[config.mk]
export PLATFORM = sky130hd
export DESIGN_NAME = nibble_serial_addsub
export DESIGN_NICKNAME = d
export VERILOG_FILES = /design/src/rtl/nibble_serial_addsub_pkg.sv /design/src/rtl/nibble_add4.sv /design/src/rtl/nibble_serial_addsub.sv
export SDC_FILE = /design/constraint.sdc
export NUM_CORES = 1
export LEC_CHECK = 0
export CELL_PAD_IN_SITES_DETAIL_PLACEMENT = 1
export CELL_PAD_IN_SITES_GLOBAL_PLACEMENT = 1
export CORE_UTILIZATION = 47
export DETAILED_ROUTE_END_ITERATION = 6
export DONT_BUFFER_PORTS = 1
export PLACE_DENSITY = 0.78
export SLEW_MARGIN = 20
export SYNTH_ARGS = -nofsm -noshare
export SYNTH_HDL_FRONTEND = slang
export SYNTH_SLANG_ARGS = --single-unit
[constraint.sdc]
create_clock -name clk -period 3.49 [get_ports clk]
set_input_delay 0.1745 -clock clk [delete_from_list [all_inputs] [get_ports clk]]
set_output_delay 0.1745 -clock clk [all_outputs]
set_load 0.02 [all_outputs]
[src/rtl/nibble_serial_addsub_pkg.sv]
// addsub_pkg: shared constants and FSM state type for the nibble-serial
// add/subtract sequencer.
//   NIBBLE_W : width of the shared adder slice
//   OP_ADD   : op_sub encoding for A+B
//   OP_SUB   : op_sub encoding for A-B
//   state_t  : IDLE / RUN / DONE sequencer states
package addsub_pkg;

    localparam int   NIBBLE_W = 4;
    localparam logic OP_ADD   = 1'b0;
    localparam logic OP_SUB   = 1'b1;

    typedef enum logic [1:0] {
        IDLE = 2'd0,
        RUN  = 2'd1,
        DONE = 2'd2
    } state_t;

endpackage

[src/rtl/nibble_add4.sv]
// nibble_add4: purely combinational 4-bit adder slice with carry in/out.
//   a, b : 4-bit addends
//   cin  : carry in
//   sum  : 4-bit sum
//   cout : carry out
module nibble_add4
    import addsub_pkg::*;
(
    input  logic [NIBBLE_W-1:0] a,
    input  logic [NIBBLE_W-1:0] b,
    input  logic                cin,
    output logic [NIBBLE_W-1:0] sum,
    output logic                cout
);

    assign {cout, sum} = {1'b0, a} + {1'b0, b} + {{NIBBLE_W{1'b0}}, cin};

endmodule

[src/rtl/nibble_serial_addsub.sv]
// nibble_serial_addsub: multi-precision add/subtract sequencer. Operands of
// NIBBLES*4 bits are walked through one shared 4-bit adder, least significant
// nibble first, one nibble per clock, with carry/borrow rippled between cycles.
//   clk, rst_n          : clock, asynchronous active-low reset
//   in_valid / in_ready : operand handshake (ready only while idle)
//   op_sub              : 0 = A+B, 1 = A-B
//   a, b                : unsigned operands
//   out_valid/out_ready : result handshake
//   result              : sum / difference (held until next op overwrites it)
//   carry               : add carry-out, or sub borrow (A < B)
//   zero                : result == 0
// Optional build macro ADDSUB_SAT_EN: clamp the result on overflow/underflow
// (add -> all ones, sub -> zero) at the RUN->DONE transition.
module nibble_serial_addsub
    import addsub_pkg::*;
#(
    parameter int NIBBLES = 4
) (
    input  logic                         clk,
    input  logic                         rst_n,
    input  logic                         in_valid,
    output logic                         in_ready,
    input  logic                         op_sub,
    input  logic [NIBBLES*NIBBLE_W-1:0]  a,
    input  logic [NIBBLES*NIBBLE_W-1:0]  b,
    output logic                         out_valid,
    input  logic                         out_ready,
    output logic [NIBBLES*NIBBLE_W-1:0]  result,
    output logic                         carry,
    output logic                         zero
);

    localparam int W     = NIBBLES * NIBBLE_W;
    localparam int IDX_W = (NIBBLES > 1) ? $clog2(NIBBLES) : 1;

    state_t             state, state_nx;
    logic [W-1:0]       a_q, b_q;       // b_q already inverted for subtract
    logic               op_q;
    logic               cin_q;
    logic [IDX_W-1:0]   idx_q;
    logic               zacc_q;         // running AND of per-nibble zero
    logic [W-1:0]       result_q;
    logic               carry_q;
    logic               zero_q;

    logic [NIBBLE_W-1:0] nib_a, nib_b, nib_sum;
    logic                nib_cout;
    logic                nib_zero;
    logic                last;
    logic                raw_carry;

    // Select the current nibble of each operand.
    always_comb begin
        nib_a = '0;
        nib_b = '0;
        for (int i = 0; i < NIBBLES; i++) begin
            if (idx_q == IDX_W'(i)) begin
                nib_a = a_q[i*NIBBLE_W +: NIBBLE_W];
                nib_b = b_q[i*NIBBLE_W +: NIBBLE_W];
            end
        end
    end

    nibble_add4 u_add (
        .a    (nib_a),
        .b    (nib_b),
        .cin  (cin_q),
        .sum  (nib_sum),
        .cout (nib_cout)
    );

    assign nib_zero  = (nib_sum == '0);
    assign last      = (state == RUN) && (idx_q == IDX_W'(NIBBLES - 1));
    // Subtract is A + ~B + 1, so a missing carry-out means a borrow.
    assign raw_carry = (op_q == OP_SUB) ? ~nib_cout : nib_cout;

    always_ff @(posedge clk or negedge rst_n) begin
        if (!rst_n) begin
            state <= IDLE;
        end else begin
            state <= state_nx;
        end
    end

    always_comb begin
        state_nx = state;
        case (state)
            IDLE:    if (in_valid)  state_nx = RUN;
            RUN:     if (last)      state_nx = DONE;
            DONE:    if (out_ready) state_nx = IDLE;
            default:                state_nx = IDLE;
        endcase
    end

    always_ff @(posedge clk or negedge rst_n) begin
        if (!rst_n) begin
            a_q      <= '0;
            b_q      <= '0;
            op_q     <= OP_ADD;
            cin_q    <= 1'b0;
            idx_q    <= '0;
            zacc_q   <= 1'b0;
            result_q <= '0;
            carry_q  <= 1'b0;
            zero_q   <= 1'b0;
        end else begin
            case (state)
                IDLE: begin
                    if (in_valid) begin
                        a_q    <= a;
                        b_q    <= (op_sub == OP_SUB) ? ~b : b;
                        op_q   <= op_sub;
                        cin_q  <= op_sub;
                        idx_q  <= '0;
                        zacc_q <= 1'b1;
                    end
                end
                RUN: begin
                    for (int i = 0; i < NIBBLES; i++) begin
                        if (idx_q == IDX_W'(i))
                            result_q[i*NIBBLE_W +: NIBBLE_W] <= nib_sum;
                    end
                    cin_q  <= nib_cout;
                    idx_q  <= idx_q + 1'b1;
                    zacc_q <= zacc_q & nib_zero;
                    if (last) begin
                        carry_q <= raw_carry;
                        zero_q  <= zacc_q & nib_zero;
`ifdef ADDSUB_SAT_EN
                        // Clamp overrides the nibble write above; carry
                        // still reports the raw carry/borrow.
                        if (raw_carry) begin
                            result_q <= (op_q == OP_ADD) ? {W{1'b1}} : {W{1'b0}};
                            zero_q   <= (op_q == OP_SUB);
                        end
`endif
                    end
                end
                default: ;
            endcase
        end
    end

    assign in_ready  = (state == IDLE);
    assign out_valid = (state == DONE);
    assign result    = result_q;
    assign carry     = carry_q;
    assign zero      = zero_q;

endmodule
# Word-level counts from Yosys, hierarchy flattened
# Index checks and enable logic that the tools add are counted.
op_classes:
  add_sub_neg: 3
  n_eq_ne: 8
  mux: 20
  n_bitwise: 3
  n_reduce_logical: 13
ops:
  columns: ["op", "n"]
  rows:
  - ["4-bit two-way mux", 8]
  - ["16-bit two-way mux", 1]
  - ["16-bit inverter", 1]
  - ["2-bit AND reduction", 7]
  - ["2-bit two-way mux", 4]
  - ["2-bit equality test, second input constant", 3]
  - ["2-bit case mux with 3 select lines", 1]
  - ["4-bit by 4-bit adder with 5-bit output", 1]
  - ["5-bit by 1-bit adder with 5-bit output", 1]
  - ["2-bit by 1-bit equality test with 1-bit output, second input constant", 2]
  - ["2-bit logical NOT", 2]
  - ["4-bit logical NOT", 1]
  - ["2-bit inequality test, second input constant", 2]
  - ["1-bit case mux with 2 select lines", 2]
  - ["2-bit case mux with 2 select lines", 1]
  - ["1-bit two-way mux", 3]
  - ["3-bit AND reduction", 1]
  - ["2-bit by 1-bit adder with 2-bit output, second input constant", 1]
  - ["2-bit by 1-bit inequality test with 1-bit output, second input constant", 1]
  - ["2-bit nonzero test", 1]
  - ["1-bit AND", 1]
  - ["1-bit logical AND", 1]
  - ["1-bit inverter", 1]
word_totals:
  register_bits: 57
  input_bits: 37
  output_inout_bits: 20
  wordCells: 60

# Depth between registers and ports, before layout
# Gate-level depths: netlist of run 1.
depth:
  depth_word: 10
  mapped_depth: 13
  ltp_nobuf: 11

# Cells and area by module
# A second synthesis of run 1 with hierarchy kept.
unflattened:
  hier_cells: 240
  area_unflattened_um2: 2742.6
modules_own_cells:
  columns: ["mod", "instances", "cells_per_inst", "area_per_inst_um2", "seq_area_each_um2"]
  rows:
  - ["nibble_serial_addsub", 1, 224, 2598.7, 1426.4]
  - ["nibble_add4", 1, 16, 143.9, 0.0]

# Worst setup path before layout of run 1
# Ideal clock, no wire load.
synth_timing:
  kind: "register to register"
  start: "register idx_q[0]"
  end: "register carry_q (netlist: carry)"
  setup_ns: 0.127
  arrival_time_ns: 2.525
  required_ns: 3.363
  slack_ns: 0.839
  stages_incl_launch_ff: 14
  n_path_buf: 2
  synth_period_minus_slack_ns: 2.651
  path_cell_list: "dfrtp_1 > inv_1 > ha_1 > buf_2 > buf_2 > a21oi_1 > o21ai_0 > a22oi_1 > fa_1 > fa_1 > nand2b_1 > a21oi_1 > xnor2_1 > o21ai_0"
synth_between:
  elab_chain_cells: 9
  word_cells_on_any_way: 18
  cone_classes: "add/sub: 2; eq/ne: 3; mux: 9; bitwise: 1; reduce/logical: 3"
synth_lines:
  columns: ["element", "line", "text"]
  rows:
  - ["from (decl)", "nibble_serial_addsub.sv:40", "logic [IDX_W-1:0] idx_q;"]
  - ["from (signal assigned)", "nibble_serial_addsub.sv:124", "idx_q <= idx_q + 1'b1;"]
  - ["2-bit logical NOT", "nibble_serial_addsub.sv:57", "if (idx_q == IDX_W'(i)) begin"]
  - ["4-bit two-way mux (4 in a row)", "nibble_serial_addsub.sv:57", null]
  - ["4-bit by 4-bit adder with 5-bit output", "nibble_add4.sv:16", "assign {cout, sum} = {1'b0, a} + {1'b0, b} + {{NIBBLE_W{1'b0}}, cin};"]
  - ["5-bit by 1-bit adder with 5-bit output", "nibble_add4.sv:16", null]
  - ["1-bit inverter", "nibble_serial_addsub.sv:75", "assign raw_carry = (op_q == OP_SUB) ? ~nib_cout : nib_cout;"]
  - ["1-bit two-way mux", "nibble_serial_addsub.sv:75", null]
  - ["to (signal assigned)", "nibble_serial_addsub.sv:127", "carry_q <= raw_carry;"]
  - ["to (decl)", "nibble_serial_addsub.sv:43", "logic carry_q;"]
# Several ways; a longest one is shown, not always the timed one.
# A chain may end at the register's enable or synchronous reset.

# Worst setup path after layout of run 1
# Same ends and word-level chain as after synthesis.

==> results of run 1 <==
==> power by group through the flow <==
stage / Sequential, W / Clock, W / Combinational (W)
after floorplan: 0.00121 / 0 / 0.00114
after global placement: 0.00127 / 0 / 0.00133
after detailed placement: 0.00129 / 0 / 0.00142
after CTS: 0.00128 / 0.000560 / 0.00147
after global routing: 0.00131 / 0.000585 / 0.00164
final: 0.00128 / 0.000546 / 0.00144
==> area by class of cell <==
cell class                 instances  share of cell area (%)
sequential                        57                    45.6
multi-input combinational        218                    38.1
timing repair buffer              19                    6.64
clock buffer                      13                    5.08
tap                               72                    2.88
inverter                          10                    1.20
clock inverter                     3                   0.480
==> flip-flops by register name, summed over array words and instances (netlist names) <==
signal / cells
zacc_q: 1
idx_q: 2
state: 2
a_q: 16
zero: 1
result: 16
cin_q: 1
carry: 1
b_q: 16
op_q: 1
==> how the worst min path moves through the flow <==
stage,startpoint,to,slack (ns),depth (start not counted)
floorplan,rst_n,a_q[0],-0.12,0
global placement,rst_n,result[8],-0.12,0
detailed placement,rst_n,result[8],-0.12,0
CTS,op_sub,op_q,0.009,2
global route,op_sub,op_q,0.02,2
finish,op_sub,op_q,0.02,2
==> per-layer routing <==
metal	part of all wire, %	up-vias	global-route usage, %
li1	-	1010	-
met1	47	978	29.0
met2	46	51	35.9
met3	5.1	7	7.01
met4	1.4	0	9.81
met5	0	-	0
==> cell usage in the layout (no fill, tap or decap), types with 2 or more instances in the layout <==
cell           Yosys  routed
o21ai_0           42      42
fa_1               2       2
clkbuf_1           2       2
o21ai_1            6       6
dfrtp_1           57      57
dlygate4sd3_1      0      18
nand2_2            2       2
clkinv_2           0       3
nand2b_1           4       4
ha_1               7       7
nand3b_1           4       4
xnor2_1           16      16
inv_1             10      10
xor2_1             3       3
a22oi_1            3       3
clkbuf_8           0      11
nand2_1           98      98
a21oi_1           17      17
nor2_1             3       3
==> cell usage after synthesis (2+ instances only) <==
cell	n
nand2_2	2
nand2_1	98
dfrtp_1	57
buf_4	4
xor2_1	3
a22oi_1	3
a21oi_1	17
inv_1	10
xnor2_1	16
nor2_1	3
o21ai_1	6
nand2b_1	4
fa_1	2
clkbuf_1	2
nand3b_1	4
buf_2	7
o21ai_0	42
ha_1	7
buf_6	4
==> through the flow <==
step                      cell area [um2]  hold slack (ns)  util (%)  power (W)  std cells
after floorplan                      2770           -0.121         -    0.00234        302
after global placement               2750           -0.120      49.0    0.00260        357
after detailed placement             2750           -0.120      49.0    0.00271        357
after CTS                            3130          0.00912      55.8    0.00331        392
after global routing                 3130           0.0162      55.8    0.00353        392
final                                3130           0.0236      55.8    0.00326        392
==> cell families (layout without fill, tap and decap cells) <==
group | Yosys count | count (layout) | synth area share [%]
AOI/OAI and AO/OA | 73 | 73 | 14.5
xor gates and xnor gates | 20 | 20 | 6.59
adders and majority gates | 9 | 9 | 4.60
buffers and inverters | 27 | 45 | 5.60
DFF | 57 | 57 | 51.4
and+or+nand+nor | 116 | 116 | 17.3
==> worst max-delay path, stage by stage (launching register included) <==
cell and delay (ns):
dfrtp_1 0.42, inv_1 0.10, ha_1 0.52, a21oi_1 0.09, o21ai_0 0.11, a22oi_1 0.12, fa_1 0.50, fa_1 0.44
nand2b_1 0.16, a21oi_1 0.23, xnor2_1 0.14, o21ai_0 0.10
==> what timing repair did <==
| item | CTS | global route |
|---|---|---|
| hold buffers | 19 | 0 |
| endpoints found under the setup margin | 0 | 0 |
| gates resized for setup | 0 | 0 |
| endpoints found under the hold margin | 74 | 0 |
==> results.toml, run 1 <==
[setup_path]
crit_path_start = "idx_q[0]"
crit_end = "carry"
r2r_start = "idx_q[0]"
regToRegSetupSlack_ns = 0.41
reg2reg_depth = 11
critPathLaunchType = "flop"
crit_type = "flop to flop"
arrival_ns = 3.28
r2r_end = "carry"
crit_fanout = 17
critPathRequiredTime_ns = 3.69
crit_path_end_kind = "flop"

[clock_network]
cts_setup_buffers = 0
clk_latency_ns = 0.34
cts_buffers = 9
clkTransAtPathRegs_ns = 0.06
ctsRootBufferMaster = "clkbuf_8"
clk_path_buf_depth = 2
cts.sink_count = 57
cts_tree = "yes"
cts_max_level = 3

[placed_design]
gp_congestion = 0.750
pre_cts_slack_ns = 0.439
portBuffers = 0
dp_hpwl_um = 4430

[die]
die_y_um = 78.8
io_pins = 57
die_w_um = 78.8
core_area_um2 = 5610
rows = 27
initial_core_util_pct = 49.4
fp.dieArea_um2 = 6210

[global_route]
antenna_found_initial = 0
grt_overflow = 0
grt_usage_pct = 22.8
grt_pass1_wl_um = 10400
grt_pass1_vias = 2084
grt_max_degree = 58

[synthesis]
synth_seq_cells = 57
synth_area_um2 = 2770
yosysSeqAreaShare_pct = 51.4
syn_avg_cell_area_um2 = 9.18
netlist-cell-type-count = 30
yosysWarnings = 0
synth-edff-count = 0
synth_area_leaders = "dfrtp_1 (51%), nand2_1 (13%), o21ai_0 (7.6%)"
synth_fp_nets = 348
synthArstFlopShare_pct = 100
ys.flop_type = "dfrtp_1"
yosys.area.top_type = "dfrtp_1"
synthCells = 302
yosysTopAreaCellShare_pct = 51.4

[detailed_routing]
avgRoutedWirePerCell_um = 16.0
wirelength_um = 6260
drc = 0
avgViaCountPerCell = 5.22
routed-via-count = 2046
ant_nets = 0
dr.pass1.iters = 4
drt-initial-drc-count = 101

[pwr]
p_clk_share_pct = 16.7
seq_power_share_pct = 39.2
power_frac_comb_pct = 44.1
power.switching_w = 0.00149
switching_share_pct = 45.7
p_per_area_nw_per_um2 = 1040
p_int_w = 0.00177
ir_worst_vdd_mv = 0.440
leakagePower_nw = 1.43

[sta]
finalHoldViolCount = 0
setup_viol = 0
rsz0062_at_grt = "false"
slew_violations = 0
finClkSkew_ns = 0.00632
max_freq_mhz = 325
tightest_slew_ns = 0.724
min_period_ns = 3.08
layout_setup_ws_ns = 0.414
fin_tns_setup_ns = 0
max_slew_margin_pct = 51.6
period_share_pct = 88.1

[final_layout]
area_growth_syn_to_layout_pct = 12.8
diodes = 0
ff_latch_area_um2 = 1430
multiInputGateArea_um2 = 1190
drive_above_1_share_pct = 6.88
fin_nets = 361
fill_cells = 661

[job]
max_cap_violations = 0

[worst_hold_path]
hold_path_class = "primary input to flop"

[status]
outcome = "complete, no violations"
No activity file was read; power rests on OpenSTA's default activity.
==> run 2: changes to the inputs <==
--- a/config.mk
+++ b/config.mk
@@ -7,6 +7,7 @@
 export LEC_CHECK = 0
 export CELL_PAD_IN_SITES_DETAIL_PLACEMENT = 1
 export CELL_PAD_IN_SITES_GLOBAL_PLACEMENT = 1
+export CORE_ASPECT_RATIO = 1.5
 export CORE_UTILIZATION = 47
 export DETAILED_ROUTE_END_ITERATION = 6
 export DONT_BUFFER_PORTS = 1
==> results.toml, run 2 (same netlist as run 1, synthesis figures left out) <==
[setup_path]
crit_fanout = 17
path_buf_inv = 1
critPathLaunchType = "flop"
r2r_end = "zero"
critPathRequiredTime_ns = 3.73
r2r_start = "idx_q[0]"
arrival_ns = 3.34
crit_type = "flop to flop"
crit_path_end_kind = "flop"
reg2reg_depth = 10
cpMaxStageDelayCell = "ha_1"
cpLargestDelayFamily = "adder cells"
regToRegSetupSlack_ns = 0.40
cpMostUsedCell = "fa_1"
crit_chain = "inv_1, ha_1, a21oi_1, o21ai_0, a22oi_1, fa_1, fa_1, xor2_2, nand4_1, o31ai_2"
critPathMaxStageDelay_ns = 0.54

[global_route]
antenna_found_initial = 0
grt_usage_pct = 24.0
grt_pass1_wl_um = 10900
grt_overflow = 0
grt_max_degree = 58
grt_pass1_vias = 2233

[final_layout]
drive_above_1_share_pct = 6.85
fin_nets = 362
final_common_cell = "nand2_1"
multiInputGateArea_um2 = 1190
area_growth_syn_to_layout_pct = 14.3
ff_latch_area_um2 = 1430
diodes = 0
final_cell_mix = "nand2_1 (98), dfrtp_1 (57), o21ai_0 (42)"
fill_cells = 648

[clock_network]
cts_hold_buf = 20
cts_setup_buffers = 0
clk_latency_ns = 0.34
cts_buffers = 9
cts.sink_count = 57
cts_resized = 0
clk_path_buf_depth = 2
cts_max_level = 3
clkTransAtPathRegs_ns = 0.06
cts_tree = "yes"
ctsRootBufferMaster = "clkbuf_8"

[sta]
max_freq_mhz = 324
slew_violations = 0
finalHoldViolCount = 0
period_share_pct = 88.6
timing.hold.ws_ns = 0.0235
min_period_ns = 3.09
fin_tns_setup_ns = 0
rsz0062_at_grt = "false"
setup_viol = 0
tightest_slew_ns = 0.718
max_slew_margin_pct = 52.0
layout_setup_ws_ns = 0.399
finClkSkew_ns = 0.00767

[worst_hold_path]
worstHoldStart = "b[10]"
hold_path_class = "primary input to flop"
min_to = "b_q[10]"
hold-path-cell-count = 2

[die]
fp.dieArea_um2 = 6220
core_area_um2 = 5570
die_y_um = 96.1
die_w_um = 64.7
io_pins = 57
initial_core_util_pct = 49.7
rows = 33

[detailed_routing]
ant_nets = 0
dr.pass1.iters = 4
wirelength_um = 6600
avgRoutedWirePerCell_um = 16.9
drt-initial-drc-count = 78
routed-via-count = 2051
avgViaCountPerCell = 5.25
drc = 0

[pwr]
leakagePower_nw = 1.45
ir_worst_vdd_mv = 0.429
p_per_area_nw_per_um2 = 1060

[placed_design]
portBuffers = 0
gp_congestion = 0.781
pre_cts_slack_ns = 0.478
dp_hpwl_um = 4320

[status]
outcome = "complete, no violations"

[job]
max_cap_violations = 0
## run 2: cell count changes in the layout (fill, tap and decap cells not counted), sizes merged
cell	previous run	this run
bufinv	0	1
clkinv	3	1
dlygate4sd3	18	19
clkbuf	13	14
## run 2: power breakdown
part	internal (W)	switching (W)
Combinational	0.000513	0.000936
Sequential	0.000968	0.000298
Clock	0.000387	0.000258
## run 2: how the worst max path moves through the flow
| stage | depth (start not counted) | slack [ns] | start | to |
|---|---|---|---|---|
| 6_report | 10 | 0.40 | idx_q[0] | zero |
| 5_1_grt | 10 | 0.17 | idx_q[0] | zero |
| 4_1_cts | 10 | 0.41 | idx_q[0] | zero |
| 3_5_place_dp | 11 | 0.48 | idx_q[0] | carry |
| 3_3_place_gp | 11 | 0.62 | idx_q[0] | carry |
| 2_1_floorplan | 13 | 0.84 | idx_q[0] | carry |
## run 2: metal layers
metal	up-vias	share of wire, %	GRT usage, %
met1	985	40	26.8
met5	-	0	0
met2	46	55	43.2
met4	0	2.4	11.9
met3	13	3.1	4.50
li1	1007	-	-
## run 2: metrics by stage
stage               utilization [%]  total power, W  cells  instance area (um2)
detailed placement             49.2         0.00269    355                 2740
finish                         56.8         0.00336    391                 3170
floorplan                         -         0.00234    302                 2770
global placement               49.2         0.00260    355                 2740
CTS                            56.8         0.00339    391                 3170
global route                   56.8         0.00363    391                 3170
## run 2: final cells by class
cell class | count | area share, %
Sequential cell | 57 | 45.0
Multi-Input combinational cell | 218 | 37.6
Timing Repair Buffer | 20 | 6.87
Clock buffer | 14 | 5.45
Tap cell | 70 | 2.76
Inverter | 10 | 1.18
Clock inverter | 2 | 1.11
